===== src/rtl/gate_truth_table_scanner.sv =====
// rtl/gate_truth_table_scanner.sv - handshaked A/B stimulus scan and truth-table classifier for a two-input gate
module gate_truth_table_scanner #(
   parameter int SETTLE_CYCLES = 1
) (
   input  logic       clk,
   input  logic       rst,
   input  logic       start,
   output logic       A,
   output logic       B,
   input  logic       Y,
   output logic       busy,
   output logic       done,
   output logic [3:0] truth_table,
   output logic [2:0] gate_id,
   output logic       gate_valid
);

   typedef enum logic {
      IDLE = 1'b0,
      SCAN = 1'b1
   } state_t;

   localparam logic [3:0] SETTLE = 4'(SETTLE_CYCLES);

   state_t     state_q, state_d;
   logic [1:0] ab_q, ab_d;
   logic [3:0] cnt_q, cnt_d;
   logic [3:0] shadow_q, shadow_d;
   logic [3:0] tt_q, tt_d;
   logic [2:0] id_q, id_d;
   logic       done_q, done_d;
   logic [3:0] full_tbl;

   // Decode a captured table (bit index = {A,B}) into a supported gate code.
   function automatic logic [2:0] classify(input logic [3:0] tbl);
      logic [2:0] id;
      case (tbl)
         4'b0011: id = 3'd1;
         4'b1000: id = 3'd2;
         4'b1110: id = 3'd3;
         4'b0111: id = 3'd4;
         4'b0001: id = 3'd5;
         4'b0110: id = 3'd6;
         4'b1001: id = 3'd7;
         default: id = 3'd0;
      endcase
      return id;
   endfunction

   // State and result registers; reset aborts any scan and discards the partial table.
   always_ff @(posedge clk or posedge rst) begin
      if (rst) begin
         state_q  <= IDLE;
         ab_q     <= 2'b00;
         cnt_q    <= 4'd0;
         shadow_q <= 4'd0;
         tt_q     <= 4'd0;
         id_q     <= 3'd0;
         done_q   <= 1'b0;
      end else begin
         state_q  <= state_d;
         ab_q     <= ab_d;
         cnt_q    <= cnt_d;
         shadow_q <= shadow_d;
         tt_q     <= tt_d;
         id_q     <= id_d;
         done_q   <= done_d;
      end
   end

   // Next-state: step through 00,01,10,11, sampling Y on the last settle cycle of each combination.
   always_comb begin
      state_d  = state_q;
      ab_d     = ab_q;
      cnt_d    = cnt_q;
      shadow_d = shadow_q;
      tt_d     = tt_q;
      id_d     = id_q;
      done_d   = 1'b0;
      full_tbl = shadow_q;
      full_tbl[ab_q] = Y;
      case (state_q)
         IDLE: begin
            if (start) begin
               state_d  = SCAN;
               ab_d     = 2'b00;
               cnt_d    = 4'd0;
               shadow_d = 4'd0;
            end
         end
         SCAN: begin
            if (cnt_q == SETTLE) begin
               shadow_d = full_tbl;
               cnt_d    = 4'd0;
               if (ab_q == 2'b11) begin
                  // Final bit goes straight into the published table on the same edge.
                  state_d = IDLE;
                  ab_d    = 2'b00;
                  done_d  = 1'b1;
                  tt_d    = full_tbl;
                  id_d    = classify(full_tbl);
               end else begin
                  ab_d = ab_q + 2'b01;
               end
            end else begin
               cnt_d = cnt_q + 4'd1;
            end
         end
         default: state_d = IDLE;
      endcase
   end

   assign A           = ab_q[1];
   assign B           = ab_q[0];
   assign busy        = (state_q == SCAN);
   assign done        = done_q;
   assign truth_table = tt_q;
   assign gate_id     = id_q;
   assign gate_valid  = (id_q != 3'd0);

endmodule


===== config.mk =====
export PLATFORM = sky130hd
export DESIGN_NAME = gate_truth_table_scanner
export DESIGN_NICKNAME = d
export VERILOG_FILES = /design/src/rtl/gate_truth_table_scanner.sv
export SDC_FILE = /design/constraint.sdc
export NUM_CORES = 1
export LEC_CHECK = 0
export CORE_MARGIN = 5
export CORE_UTILIZATION = 50
export CTS_CLUSTER_SIZE = 24
export DETAILED_ROUTE_END_ITERATION = 8
export MAX_ROUTING_LAYER = met4
export PLACE_DENSITY = 0.76
export SETUP_SLACK_MARGIN = 0.4
export SLEW_MARGIN = 0
export SYNTH_ARGS = -nofsm -noshare
export SYNTH_HDL_FRONTEND = slang
export SYNTH_SLANG_ARGS = --single-unit

===== constraint.sdc =====
create_clock -name clk -period 1.9 [get_ports clk]
set_input_delay 0.19 -clock clk [delete_from_list [all_inputs] [get_ports clk]]
set_output_delay 0.19 -clock clk [all_outputs]
set_load 0.03 [all_outputs]

==> flow_summary.ini, run 1 <==
[yosys]
ys_async_sr_fraction_pct = 100.0
synth_compound_area_share_pct = 12.93
syn_area_um2 = 977.2
synth_fp_nets = 101
postSynthCellCount = 91
syn_area_per_cell_um2 = 10.74
synth_simple_gate_area_share_pct = 17.67
yosys.area.top_type = dfrtp_1
synth_edf_count = 0
ys_ff_latch = 19
synth_cell_type_count = 31
synth_top_family_by_area = simple AND/OR/NAND/NOR gates
yosys_warnings = 0
synth_fa_ha_area_share_pct = 7.682
synth_commonest_cells = 19 x dfrtp_1, 8 x a21oi_1, 6 x ha_1, 6 x nand3_1, 5 x mux2i_1
synthFlopType = dfrtp_1
synth_xor_area_share_pct = 0
synth_area_leaders = dfrtp_1 49%, ha_1 7.7%, mux2i_1 5.1%, a21oi_1 4.1%, nand3_1 3.1%
synth_top_area_share_pct = 48.66
seq_area_frac_synth_pct = 48.66
synthMuxAreaShare_pct = 8.963
synth_most_common_cell = dfrtp_1

[global_routing]
grt_max_degree = 20
grt_overflow_total = 0
grt_pass1_wl_um = 3374
antenna_found_initial = 0
first_global_vias = 751
grt_usage_pct = 16.70

[timing]
worst_slew_pin_slew_ns = 0.4386
finalSetupViolations = 0
fin_crit_ns = 1.650
setup-tns-final_ns = 0
min_period_over_period_pct = 86.85
max_slew_margin_pct = 70.67
setup_ws_ns = 0.2498
hold_viol = 0
skew_ns = 0.001878
drv_slew = 0
clock.fmax_mhz = 606.0
rsz0062_at_grt = true

[clock_network]
clk_pin_slew_ns = 0.11
cts.sinks = 19
cts_max_path_buffers = 2
cts_tree = done
cts_root_buffer = clkbuf_4
postCtsHoldBufs = 0
clock_latency_ns = 0.30
cts_buffers = 3
htree_num_levels = 1

[placed_design]
port_buffers = 15
gp_congestion = 0.8191
dp_hpwl_um = 1366
place_inst = 132
place_ws_ns = 0.1233

[setup_path]
worstSetupPathType = reg2reg
arrival_ns = 1.85
cp_max_fo = 6
critPathCaptureType = register
start_kind = register
worstPathRequired_ns = 2.10

[pwr]
peakVddDrop_mv = 0.9564
power_density_nw_per_um2 = 1562
cellLeakagePower_nw = 0.6406

[detailed_routing]
wl_um = 2218
routedWlPerCell_um = 14.89
drt-initial-drc-count = 8
via_per_inst = 5.369
drcViolationCount = 0
ant_nets = 0
first_pass_iters = 4
routed-via-count = 800

[floorplan]
dieArea_um2 = 2939
start_util_pct = 51.38
die_h_um = 54.21
io-pin-count = 16
core-area_um2 = 1902
rows = 16
die_w_um = 54.21

[worst_hold_path]
worstHoldPathType = in2async

[layout]
drive_gt1_share_pct = 36.89
areaGrowthSynthToFinish_pct = 45.97
diodes = 0
nNetsFinal = 133
final_cells = 149

[run_status]
status = complete, no violations

[run]
drv_cap = 0
[worst max-delay path, stage by stage, from the launching register on]
cell	delay, ns
dfrtp_2	0.50
inv_4	0.10
ha_4	0.14
mux2_4	0.30
buf_4	0.14
buf_6	0.11
mux2_2	0.25
[registers in the layout (all words and copies together), names as in the netlist]
register,cells
ab_q,2
busy,1
cnt_q,4
done,1
gate_id,3
shadow_q,4
truth_table,4
[area by class of cell]
type,count,area (µm²)
Sequential cell,19,480.5
Clock inverter,1,5.005
Clock buffer,3,22.52
Fill cell,126,475.5
Multi-Input combinational cell,63,591.8
Tap cell,27,33.78
Inverter,4,20.02
Timing Repair Buffer,32,272.8
[final timing paths]
check / depth (start not counted) / startpoint / slack (ns) / end
min in group clk: 1 / truth_table[0]$_DFFE_PP0P_ / 0.52 / truth_table[0]$_DFFE_PP0P_
max in group asynchronous: 3 / rst / 1.48 / ab_q[0]$_DFFE_PP0P_
worst max register to register: 6 / ab_q[0]$_DFFE_PP0P_ / 0.25 / truth_table[0]$_DFFE_PP0P_
worst min register to register: 1 / truth_table[0]$_DFFE_PP0P_ / 0.52 / truth_table[0]$_DFFE_PP0P_
worst min-delay path: 3 / rst / 0.20 / done$_DFF_PP0_
worst max-delay path: 6 / ab_q[0]$_DFFE_PP0P_ / 0.25 / truth_table[0]$_DFFE_PP0P_
[metrics by stage]
stage	power [mW]	area [µm²]	hold slack, ns	util [%]
3_5_place_dp	1.685	1189	0.4894	62.50
4_1_cts	1.910	1250	0.2028	65.72
6_report	2.228	1426	0.2005	75.00
3_3_place_gp	1.653	1189	0.4828	62.50
2_1_floorplan	1.380	1010	0.1409	-
5_1_grt	2.414	1426	0.2331	75.00
[where the power goes]
part	total, mW	internal [mW]	leakage, nW	switching [mW]
clock network	0.209	0.0786	0.0177	0.131
registers	0.761	0.567	0.221	0.194
logic	1.26	0.653	0.401	0.605
[placed cells by master (no fill, tap or decap), drive strengths merged]
cell           instances
a21o                   3
a21oi                  8
a22o                   1
a31oi                  3
and2                   1
buf                   18
clkbuf                 4
clkdlybuf4s50          3
clkinv                 1
dfrtp                 19
dlygate4sd2            9
dlymetal6s2s           1
ha                     6
inv                    4
mux2                   3
mux2i                  5
nand2                  2
nand2b                 4
nand3                  6
nand3b                 1
nand4                  1
nand4bb                1
nor2                   3
nor3                   1
nor3b                  3
nor4bb                 1
o211ai                 1
o21ai                  4
o32ai                  1
or3                    2
or3b                   1
or4                    1
[logic make-up (layout without fill, tap and decap cells)]
kind of cell    count (synthesis)  after routing
mux                             8              8
buf+inv                         9             40
compound gates                 21             21
fa+ha+maj                       6              6
simple gates                   28             28
flops                          19             19
[routing by layer]
metal  track usage, %  share of wire (%)  vias to the layer above
li1                 -                  -                      395
met1            20.55                 44                      388
met2            25.90                 52                       12
met3            3.542                2.4                        5
met4            8.299                1.8                        0
met5                -                  0                        -
[timing repair]
| action | in CTS | in global routing |
|---|---|---|
| resized for setup | 19 | 26 |
| setup buffers | 2 | 11 |
| setup endpoints to repair | 21 | 14 |
| pin swaps | 4 | 6 |
| hold endpoints to repair | 0 | 0 |
| gates cloned | 0 | 0 |
No activity file was read; power rests on OpenSTA's default activity.
==> inputs of run 2 (changes only) <==
Settings changed: CTS_CLUSTER_SIZE 24 to 30, SKIP_LAST_GASP set to 1.
==> results of run 2 <==
Final layout, timing and power as in run 1 (identical DEF).
